`src/rtl/event_unit_pkg.sv`:
```
// Shared types and constants for the cluster event unit barrier.
package event_unit_pkg;

  localparam int unsigned MAX_CORES = 32;
  localparam int unsigned CNT_W     = 32;

  typedef enum logic [1:0] {
    IDLE      = 2'd0,
    COLLECT   = 2'd1,
    RELEASE   = 2'd2,
    WAIT_WAKE = 2'd3
  } barrier_state_e;

endpackage

```
`src/rtl/event_unit_barrier_stats.sv`:
```
// Barrier statistics counters: completed barriers and cycles spent waiting.
// Only present when BARRIER_STATS_EN is defined.
`ifdef BARRIER_STATS_EN
module event_unit_barrier_stats
  import event_unit_pkg::*;
(
  input  logic             clk_i,
  input  logic             rst_ni,
  input  logic             clear_i,
  input  logic             release_i,
  input  logic             wait_i,
  output logic [CNT_W-1:0] barrier_cnt_o,
  output logic [CNT_W-1:0] wait_cyc_o
);

  logic [CNT_W-1:0] barrier_cnt_q, barrier_cnt_d;
  logic [CNT_W-1:0] wait_cyc_q, wait_cyc_d;

  // Clear wins over increment; both counters wrap naturally.
  always_comb begin
    barrier_cnt_d = barrier_cnt_q;
    wait_cyc_d    = wait_cyc_q;
    if (clear_i) begin
      barrier_cnt_d = '0;
      wait_cyc_d    = '0;
    end else begin
      if (release_i) barrier_cnt_d = barrier_cnt_q + CNT_W'(1);
      if (wait_i)    wait_cyc_d    = wait_cyc_q + CNT_W'(1);
    end
  end

  // Counter registers.
  always_ff @(posedge clk_i or negedge rst_ni) begin
    if (!rst_ni) begin
      barrier_cnt_q <= '0;
      wait_cyc_q    <= '0;
    end else begin
      barrier_cnt_q <= barrier_cnt_d;
      wait_cyc_q    <= wait_cyc_d;
    end
  end

  assign barrier_cnt_o = barrier_cnt_q;
  assign wait_cyc_o    = wait_cyc_q;

endmodule
`endif

```
`src/rtl/event_unit_barrier.sv`:
```
// Cluster hardware barrier: collects per-core arrivals against a participant
// mask, fires a one-cycle wake event, then waits for all participants to
// leave clock gating before re-arming. Optional stats under BARRIER_STATS_EN.
module event_unit_barrier
  import event_unit_pkg::*;
#(
  parameter int unsigned NUM_CORES = 4
) (
  input  logic                 clk_i,
  input  logic                 rst_ni,
  input  logic                 cfg_we_i,
  input  logic [NUM_CORES-1:0] cfg_mask_i,
  input  logic [NUM_CORES-1:0] arrive_i,
  input  logic [NUM_CORES-1:0] core_gated_i,
  output logic [NUM_CORES-1:0] event_o,
  output logic [NUM_CORES-1:0] arrived_o,
  output logic                 busy_o,
  output logic                 cfg_err_o
`ifdef BARRIER_STATS_EN
  ,
  input  logic                 clear_stats_i,
  output logic [CNT_W-1:0]     barrier_cnt_o,
  output logic [CNT_W-1:0]     wait_cyc_o
`endif
);

  barrier_state_e state_q, state_d;
  logic [NUM_CORES-1:0] mask_q, mask_d;
  logic [NUM_CORES-1:0] arrived_q, arrived_d;
  logic [NUM_CORES-1:0] early_q, early_d;
  logic [NUM_CORES-1:0] event_q, event_d;
  logic                 busy_q, busy_d;
  logic                 err_q, err_d;
  logic [NUM_CORES-1:0] arr_part;

  assign arr_part = arrive_i & mask_q;

  // Next-state and registered-output logic.
  always_comb begin
    state_d   = state_q;
    mask_d    = mask_q;
    arrived_d = arrived_q;
    early_d   = early_q;
    event_d   = '0;
    err_d     = cfg_we_i && (state_q != IDLE);
    unique case (state_q)
      IDLE: begin
        if (cfg_we_i) begin
          mask_d = cfg_mask_i;
          if (cfg_mask_i != '0) state_d = COLLECT;
        end
      end
      COLLECT: begin
        if (((arrived_q | arrive_i) & mask_q) == mask_q) begin
          state_d   = RELEASE;
          arrived_d = '0;
          event_d   = mask_q;
        end else begin
          arrived_d = arrived_q | arr_part;
        end
      end
      RELEASE: begin
        early_d = early_q | arr_part;
        state_d = WAIT_WAKE;
      end
      WAIT_WAKE: begin
        if ((core_gated_i & mask_q) == '0) begin
          state_d   = COLLECT;
          arrived_d = early_q | arr_part;
          early_d   = '0;
        end else begin
          early_d = early_q | arr_part;
        end
      end
      default: state_d = IDLE;
    endcase
    busy_d = (state_d != IDLE);
  end

  // State and output registers.
  always_ff @(posedge clk_i or negedge rst_ni) begin
    if (!rst_ni) begin
      state_q   <= IDLE;
      mask_q    <= '0;
      arrived_q <= '0;
      early_q   <= '0;
      event_q   <= '0;
      busy_q    <= 1'b0;
      err_q     <= 1'b0;
    end else begin
      state_q   <= state_d;
      mask_q    <= mask_d;
      arrived_q <= arrived_d;
      early_q   <= early_d;
      event_q   <= event_d;
      busy_q    <= busy_d;
      err_q     <= err_d;
    end
  end

  assign event_o   = event_q;
  assign arrived_o = arrived_q;
  assign busy_o    = busy_q;
  assign cfg_err_o = err_q;

`ifdef BARRIER_STATS_EN
  event_unit_barrier_stats u_stats (
    .clk_i        (clk_i),
    .rst_ni       (rst_ni),
    .clear_i      (clear_stats_i),
    .release_i    (state_q == RELEASE),
    .wait_i       ((state_q == COLLECT) || (state_q == WAIT_WAKE)),
    .barrier_cnt_o(barrier_cnt_o),
    .wait_cyc_o   (wait_cyc_o)
  );
`endif

endmodule

```
`config.mk`:
```
export PLATFORM = sky130hd
export DESIGN_NAME = event_unit_barrier
export DESIGN_NICKNAME = d
export VERILOG_FILES = /design/src/rtl/event_unit_pkg.sv /design/src/rtl/event_unit_barrier_stats.sv /design/src/rtl/event_unit_barrier.sv
export SDC_FILE = /design/constraint.sdc
export NUM_CORES = 1
export LEC_CHECK = 0
export CORE_MARGIN = 5
export CORE_UTILIZATION = 45
export CTS_CLUSTER_SIZE = 20
export DETAILED_ROUTE_END_ITERATION = 10
export HOLD_SLACK_MARGIN = 0.12
export PLACE_DENSITY = 0.75
export SYNTH_ARGS = -nofsm -noshare
export SYNTH_HDL_FRONTEND = slang
export SYNTH_HIERARCHICAL = 1
export SYNTH_SLANG_ARGS = --single-unit
export TNS_END_PERCENT = 1
```
`constraint.sdc`:
```
create_clock -name clk_i -period 2.6 [get_ports clk_i]
set_input_delay 0.39 -clock clk_i [delete_from_list [all_inputs] [get_ports clk_i]]
set_output_delay 0.39 -clock clk_i [all_outputs]
set_load 0.02 [all_outputs]
```
==> flow_summary.toml, run 1 <==
[place]
gp_congestion = 0.8100
post-place-ws_ns = 0.5638
io_buffer_count = 24
dp_hpwl_um = 1460

[sta]
setup_tns_ns = 0
holdWs_ns = 0.4079
finClkSkew_ns = 0.001729
fmax_mhz = 577.0
fin_ws_ns = 0.8670
final-setup-viol-count = 0
tightest_slew_ns = 0.5223
period_share_pct = 66.65
drv_slew = 0
slew_headroom_pct = 65.18
rsz0062_at_grt = "no"
post-route-min-period_ns = 1.733
hold_viol_final = 0

[pwr]
power_density_mw_per_mm2 = 1197
ir_drop_uv = 598.3
report.power.total_mw = 1.476
cellLeakagePower_nw = 0.5105

[clock_tree]
post_cts_resized = 0
cts.sinks = 20
cts_tree = "yes"
cts_buffer_depth = 2
hold_buffers = 0
worstSkewPairLatency_ns = 0.30
post-cts-setup-buffers = 0
clk_pin_slew_worst_paths_ns = 0.12
cts_root_buf = "clkbuf_4"
cts_buffers = 3
htreeDepth = 1

[synth]
syn-num-nets = 100
syn_inst = 85
synth_cell_types = 25
postSynthAreaPerCell_um2 = 10.85
yosysSeqAreaShare_pct = 54.27
ys_seq_elements = 20
ys_warn_count = 6
synth_area_um2 = 922.1

[flow_run]
maxCapViolCount = 0

[worst_setup_path]
cp_slowest_stage_delay_ns = 0.62
critPathSlowestCell = "clkdlybuf4s50_1"
crit_path_cell_trace = "clkdlybuf4s50_1"
crit_family = "buffers and inverters"
worstSetupPathType = "reg -> out"
crit_arrival_ns = 1.34
cp_num_buf_inv = 1
crit_path_end_kind = "output pin"
worst_ep_required_time_ns = 2.21
cp_max_fo = 3
setup.worst_path.start_class = "register"

[global_route]
grt_usage_pct = 14.19
grt_pass1_vias = 735
grt_first_pass_wirelength_um = 3525
grt.overflow.total = 0
grt_max_degree = 21
antenna_found_initial = 0

[floorplan]
core-area_mm2 = 0.001962
die_w_um = 55.27
fp.dieArea_mm2 = 0.003054
ios = 25
die_h_um = 55.27
initial_core_util_pct = 47.00
rows = 16

[drt]
first_pass_iters = 4
ant_nets = 0
dr_total_vias = 733
wl_per_cell_um = 14.42
drtIter0Drc = 22
vias_per_cell = 5.350
routed_wl_um = 1976
remaining_drc_errors = 0

[finish]
layout_common_cells = "clkdlybuf4s50_1, dfrtp_1, nor2_1, nand2_1"
drive_above_1_share_pct = 13.64
final_core_util_pct = 62.88
nets = 126
diodes = 0
area_growth_pct = 33.79
layout_commonest_cell = "clkdlybuf4s50_1"

[min_path]
holdCritPathClass = "in -> async"

[outcome]
status = "complete, no violations"
-- cells in the mapped netlist --
cell type	instances	area (um^2)
clkbuf_1	2	7.510
a221oi_2	4	60.06
a211o_1	1	8.760
nor4_1	1	6.260
o21bai_1	1	7.510
a2bb2oi_1	1	8.760
nor2b_1	1	6.260
a221o_1	1	10.01
a31oi_1	4	25.02
o21ai_0	1	5.000
or4_1	1	7.510
nand2_1	6	22.52
nor3b_1	1	7.510
nor3_4	1	16.27
nor2_1	12	45.04
and2_1	5	31.28
o31ai_2	1	12.51
and3_4	1	11.26
a222oi_1	1	10.01
a21oi_1	5	25.02
dfrtp_1	20	500.5
buf_4	2	15.01
inv_1	5	18.77
mux2_2	3	33.78
o21ai_1	4	20.02
-- path summary, 6_finish.rpt --
check	endpoint	cells after the start	slack (ns)	start
worst max-delay path	arrived_o[1]	1	0.87	arrived_o[1]$_DFFE_PN0P_
worst min-delay path	early_q[1]$_DFFE_PN0P_	2	0.41	rst_ni
worst max register to register	arrived_o[2]$_DFFE_PN0P_	4	0.93	mask_q[2]$_DFFE_PN0P_
worst min register to register	early_q[2]$_DFFE_PN0P_	2	0.51	early_q[2]$_DFFE_PN0P_
max in group asynchronous	state_q[1]$_DFF_PN0_	2	1.99	rst_ni
min in group clk_i	early_q[2]$_DFFE_PN0P_	2	0.51	early_q[2]$_DFFE_PN0P_
-- state kept, by name (all words and copies together) (netlist names) --
signal,count
busy_o,1
early_q,4
state_q,2
arrived_o,4
cfg_err_o,1
mask_q,4
event_o,4
-- metal layers --
layer / vias to the layer above / part of all wire [%] / GRT usage [%]
met5: - / 0 / 0
met4: 0 / 3.1 / 9.028
met2: 26 / 48 / 20.10
met3: 6 / 5.2 / 2.564
met1: 347 / 44 / 19.79
li1: 354 / - / -
-- layout make-up --
type | instances | area (um^2)
well taps | 27 | 33.78
inverters | 5 | 18.77
clock buffers | 3 | 22.52
fillers | 176 | 728.2
repair buffers | 25 | 247.7
multi-input cells | 56 | 380.4
clock inverters | 1 | 30.03
flip-flops and latches | 20 | 500.5
-- stage by stage --
stage | instance area (um^2) | cells
after global routing | 1234 | 137
after detailed placement | 1181 | 133
after CTS | 1234 | 137
after global placement | 1181 | 133
final | 1234 | 137
after floorplan | 922.1 | 85
-- cell families after synthesis --
kind of cell | synth area share [%]
flip-flops | 54.27
multiplexers | 3.663
buffers and inverters | 4.478
AO/OA/AOI/OAI | 20.90
AND/OR/NAND/NOR | 16.69
-- report_power, final --
part | total (mW) | leakage, nW | internal (mW) | switching (mW)
Clock | 0.256 | 0.0279 | 0.156 | 0.0998
Combinational | 0.636 | 0.238 | 0.320 | 0.316
Sequential | 0.585 | 0.245 | 0.437 | 0.147
Total | 1.48 | 0.511 | 0.913 | 0.563
No activity file was read; power rests on OpenSTA's default activity.
==> inputs of run 2 (changes only) <==
clock period = 1.8 ns   (was 2.6 ns; I/O delays follow)
==> run 2 against run 1 <==
Net effect:
- clock skew is 0.00086 ns higher
- sequential share of layout area is 2.1 points lower
- design area is 5.6% higher
- final cell count is 5.8% higher
- clock-buffer cell count is 1 higher
- sequential power is 39% higher
- worst hold slack worse by 0.11 ns
- highest routed layer unchanged
==> flow_summary.toml, run 2 (synthesized netlist as in run 1, its figures left out) <==
[place]
post-place-ws_ns = 0.01433
dp_hpwl_um = 1692
io_buffer_count = 24
gp_congestion = 0.7861

[worst_setup_path]
r2r_slack_ns = 0.25
cp_num_buf_inv = 1
cp_slowest_stage_delay_ns = 0.62
crit_arrival_ns = 1.34
setup.worst_path.start_class = "register"
critPathSlowestCell = "clkdlybuf4s50_1"
regToRegStartpoint = "mask_q[3]$_DFFE_PN0P_"
r2r_cells = 5
worst_ep_required_time_ns = 1.53
crit_path_cell_trace = "clkdlybuf4s50_1"
rr_endpoint = "state_q[1]$_DFF_PN0_"
cp_max_fo = 3
worstSetupPathType = "reg -> out"
critPathLaunch = "arrived_o[1]$_DFFE_PN0P_"
path_depth = 1
crit_family = "buffers and inverters"
crit_path_end_kind = "output pin"
crit_end = "arrived_o[1]"

[drt]
first_pass_iters = 4
vias_per_cell = 5.269
dr_total_vias = 764
remaining_drc_errors = 0
ant_nets = 0
wl_per_cell_um = 15.28
drtIter0Drc = 19
routed_wl_um = 2215

[clock_tree]
cts_root_buf = "clkbuf_4"
post-cts-setup-buffers = 0
cts.sinks = 20
htreeDepth = 1
post_cts_resized = 0
hold_buffers = 0
cts_tree = "yes"
cts_buffer_depth = 2
cts_buffers = 3
worstSkewPairLatency_ns = 0.30
clk_pin_slew_worst_paths_ns = 0.11

[sta]
finClkSkew_ns = 0.002586
tightest_slew_ns = 0.3823
post-route-min-period_ns = 1.607
final-setup-viol-count = 0
rsz0062_at_grt = "no"
drv_slew = 0
fin_ws_ns = 0.1930
period_share_pct = 89.28
slew_headroom_pct = 74.36
hold_viol_final = 0
setup_tns_ns = 0
fmax_mhz = 622.3

[global_route]
grt_usage_pct = 15.72
grt_max_degree = 21
grt.overflow.total = 0
grt_pass1_vias = 772
antenna_found_initial = 0
grt_first_pass_wirelength_um = 3788

[pwr]
power_frac_seq_pct = 37.0
internal_power_mw = 1.351
ir_drop_uv = 932.2
report.power.total_mw = 2.204
power_frac_comb_pct = 51.1
cellLeakagePower_nw = 0.5498
power.net_switching_uw = 852.9
swShare_pct = 38.70
power_density_mw_per_mm2 = 1692
p_clk_share_pct = 11.9

[floorplan]
initial_core_util_pct = 47.00
fp.dieArea_mm2 = 0.003054
die_h_um = 55.27
ios = 25
core-area_mm2 = 0.001962
die_w_um = 55.27
rows = 16

[finish]
drive_above_1_share_pct = 19.49
layout_common_cells = "clkdlybuf4s50_1, dfrtp_1, nor2_1, buf_4, nand2_1"
diodes = 0
nets = 134
final_core_util_pct = 66.39
layout_commonest_cell = "clkdlybuf4s50_1"
area_growth_pct = 41.25

[flow_run]
maxCapViolCount = 0

[min_path]
holdCritPathClass = "in -> async"

[outcome]
status = "complete, no violations"
[run 2: cell types whose count changed in the layout (fill, tap and decap cells not counted)]
cell,before,now
clkbuf_8,0,1
bufinv_16,1,0
buf_4,1,7
buf_12,0,2
[run 2: worst register-to-register path, cell delays in order, from the launching register on]
cell and delay, ns:
dfrtp_1 0.48, nor3b_1 0.18, a221o_1 0.33, buf_4 0.16, nor2_1 0.16, a2bb2oi_1 0.18
[run 2: how the worst min path moves through the flow]
stage	cells after the start	slack, ns	endpoint
floorplan	0	-0.03	arrived_o[0]$_DFFE_PN0P_
CTS	2	0.30	event_o[1]$_DFF_PN0_
finish	2	0.30	event_o[1]$_DFF_PN0_
global placement	2	0.48	early_q[2]$_DFFE_PN0P_
global route	2	0.31	event_o[1]$_DFF_PN0_
detailed placement	2	0.49	early_q[1]$_DFFE_PN0P_
[run 2: area by class of cell]
class,count,area [um^2]
Fill cell,175,659.4
Multi-Input combinational cell,56,380.4
Timing Repair Buffer,33,332.8
Tap cell,27,33.78
Sequential cell,20,500.5
Inverter,5,18.77
Clock buffer,4,36.28
[run 2: stage by stage]
stage	hold WS (ns)	cells	area [um^2]
5_1_grt	0.3149	145	1303
3_3_place_gp	0.4787	141	1266
2_1_floorplan	-0.02559	85	922.1
3_5_place_dp	0.4932	141	1266
6_report	0.2988	145	1303
4_1_cts	0.3030	145	1303
[run 2: power groups by stage]
stage | combinational (mW) | sequential, mW | clock (mW)
after global placement | 1.10 | 0.817 | 0
after global routing | 1.22 | 0.851 | 0.293
final | 1.13 | 0.816 | 0.262
after detailed placement | 1.13 | 0.828 | 0
after floorplan | 0.605 | 0.866 | 0
after CTS | 1.14 | 0.818 | 0.273
[run 2: layer usage]
layer / wire [um] / up-vias / share of wire (%) / GRT usage (%)
li1: - / 369 / - / -
met1: 958 / 368 / 43 / 20.38
met2: 1127 / 25 / 51 / 25.68
met3: 101 / 2 / 4.6 / 3.030
met4: 27 / 0 / 1.2 / 6.250
met5: 0 / - / 0 / 0
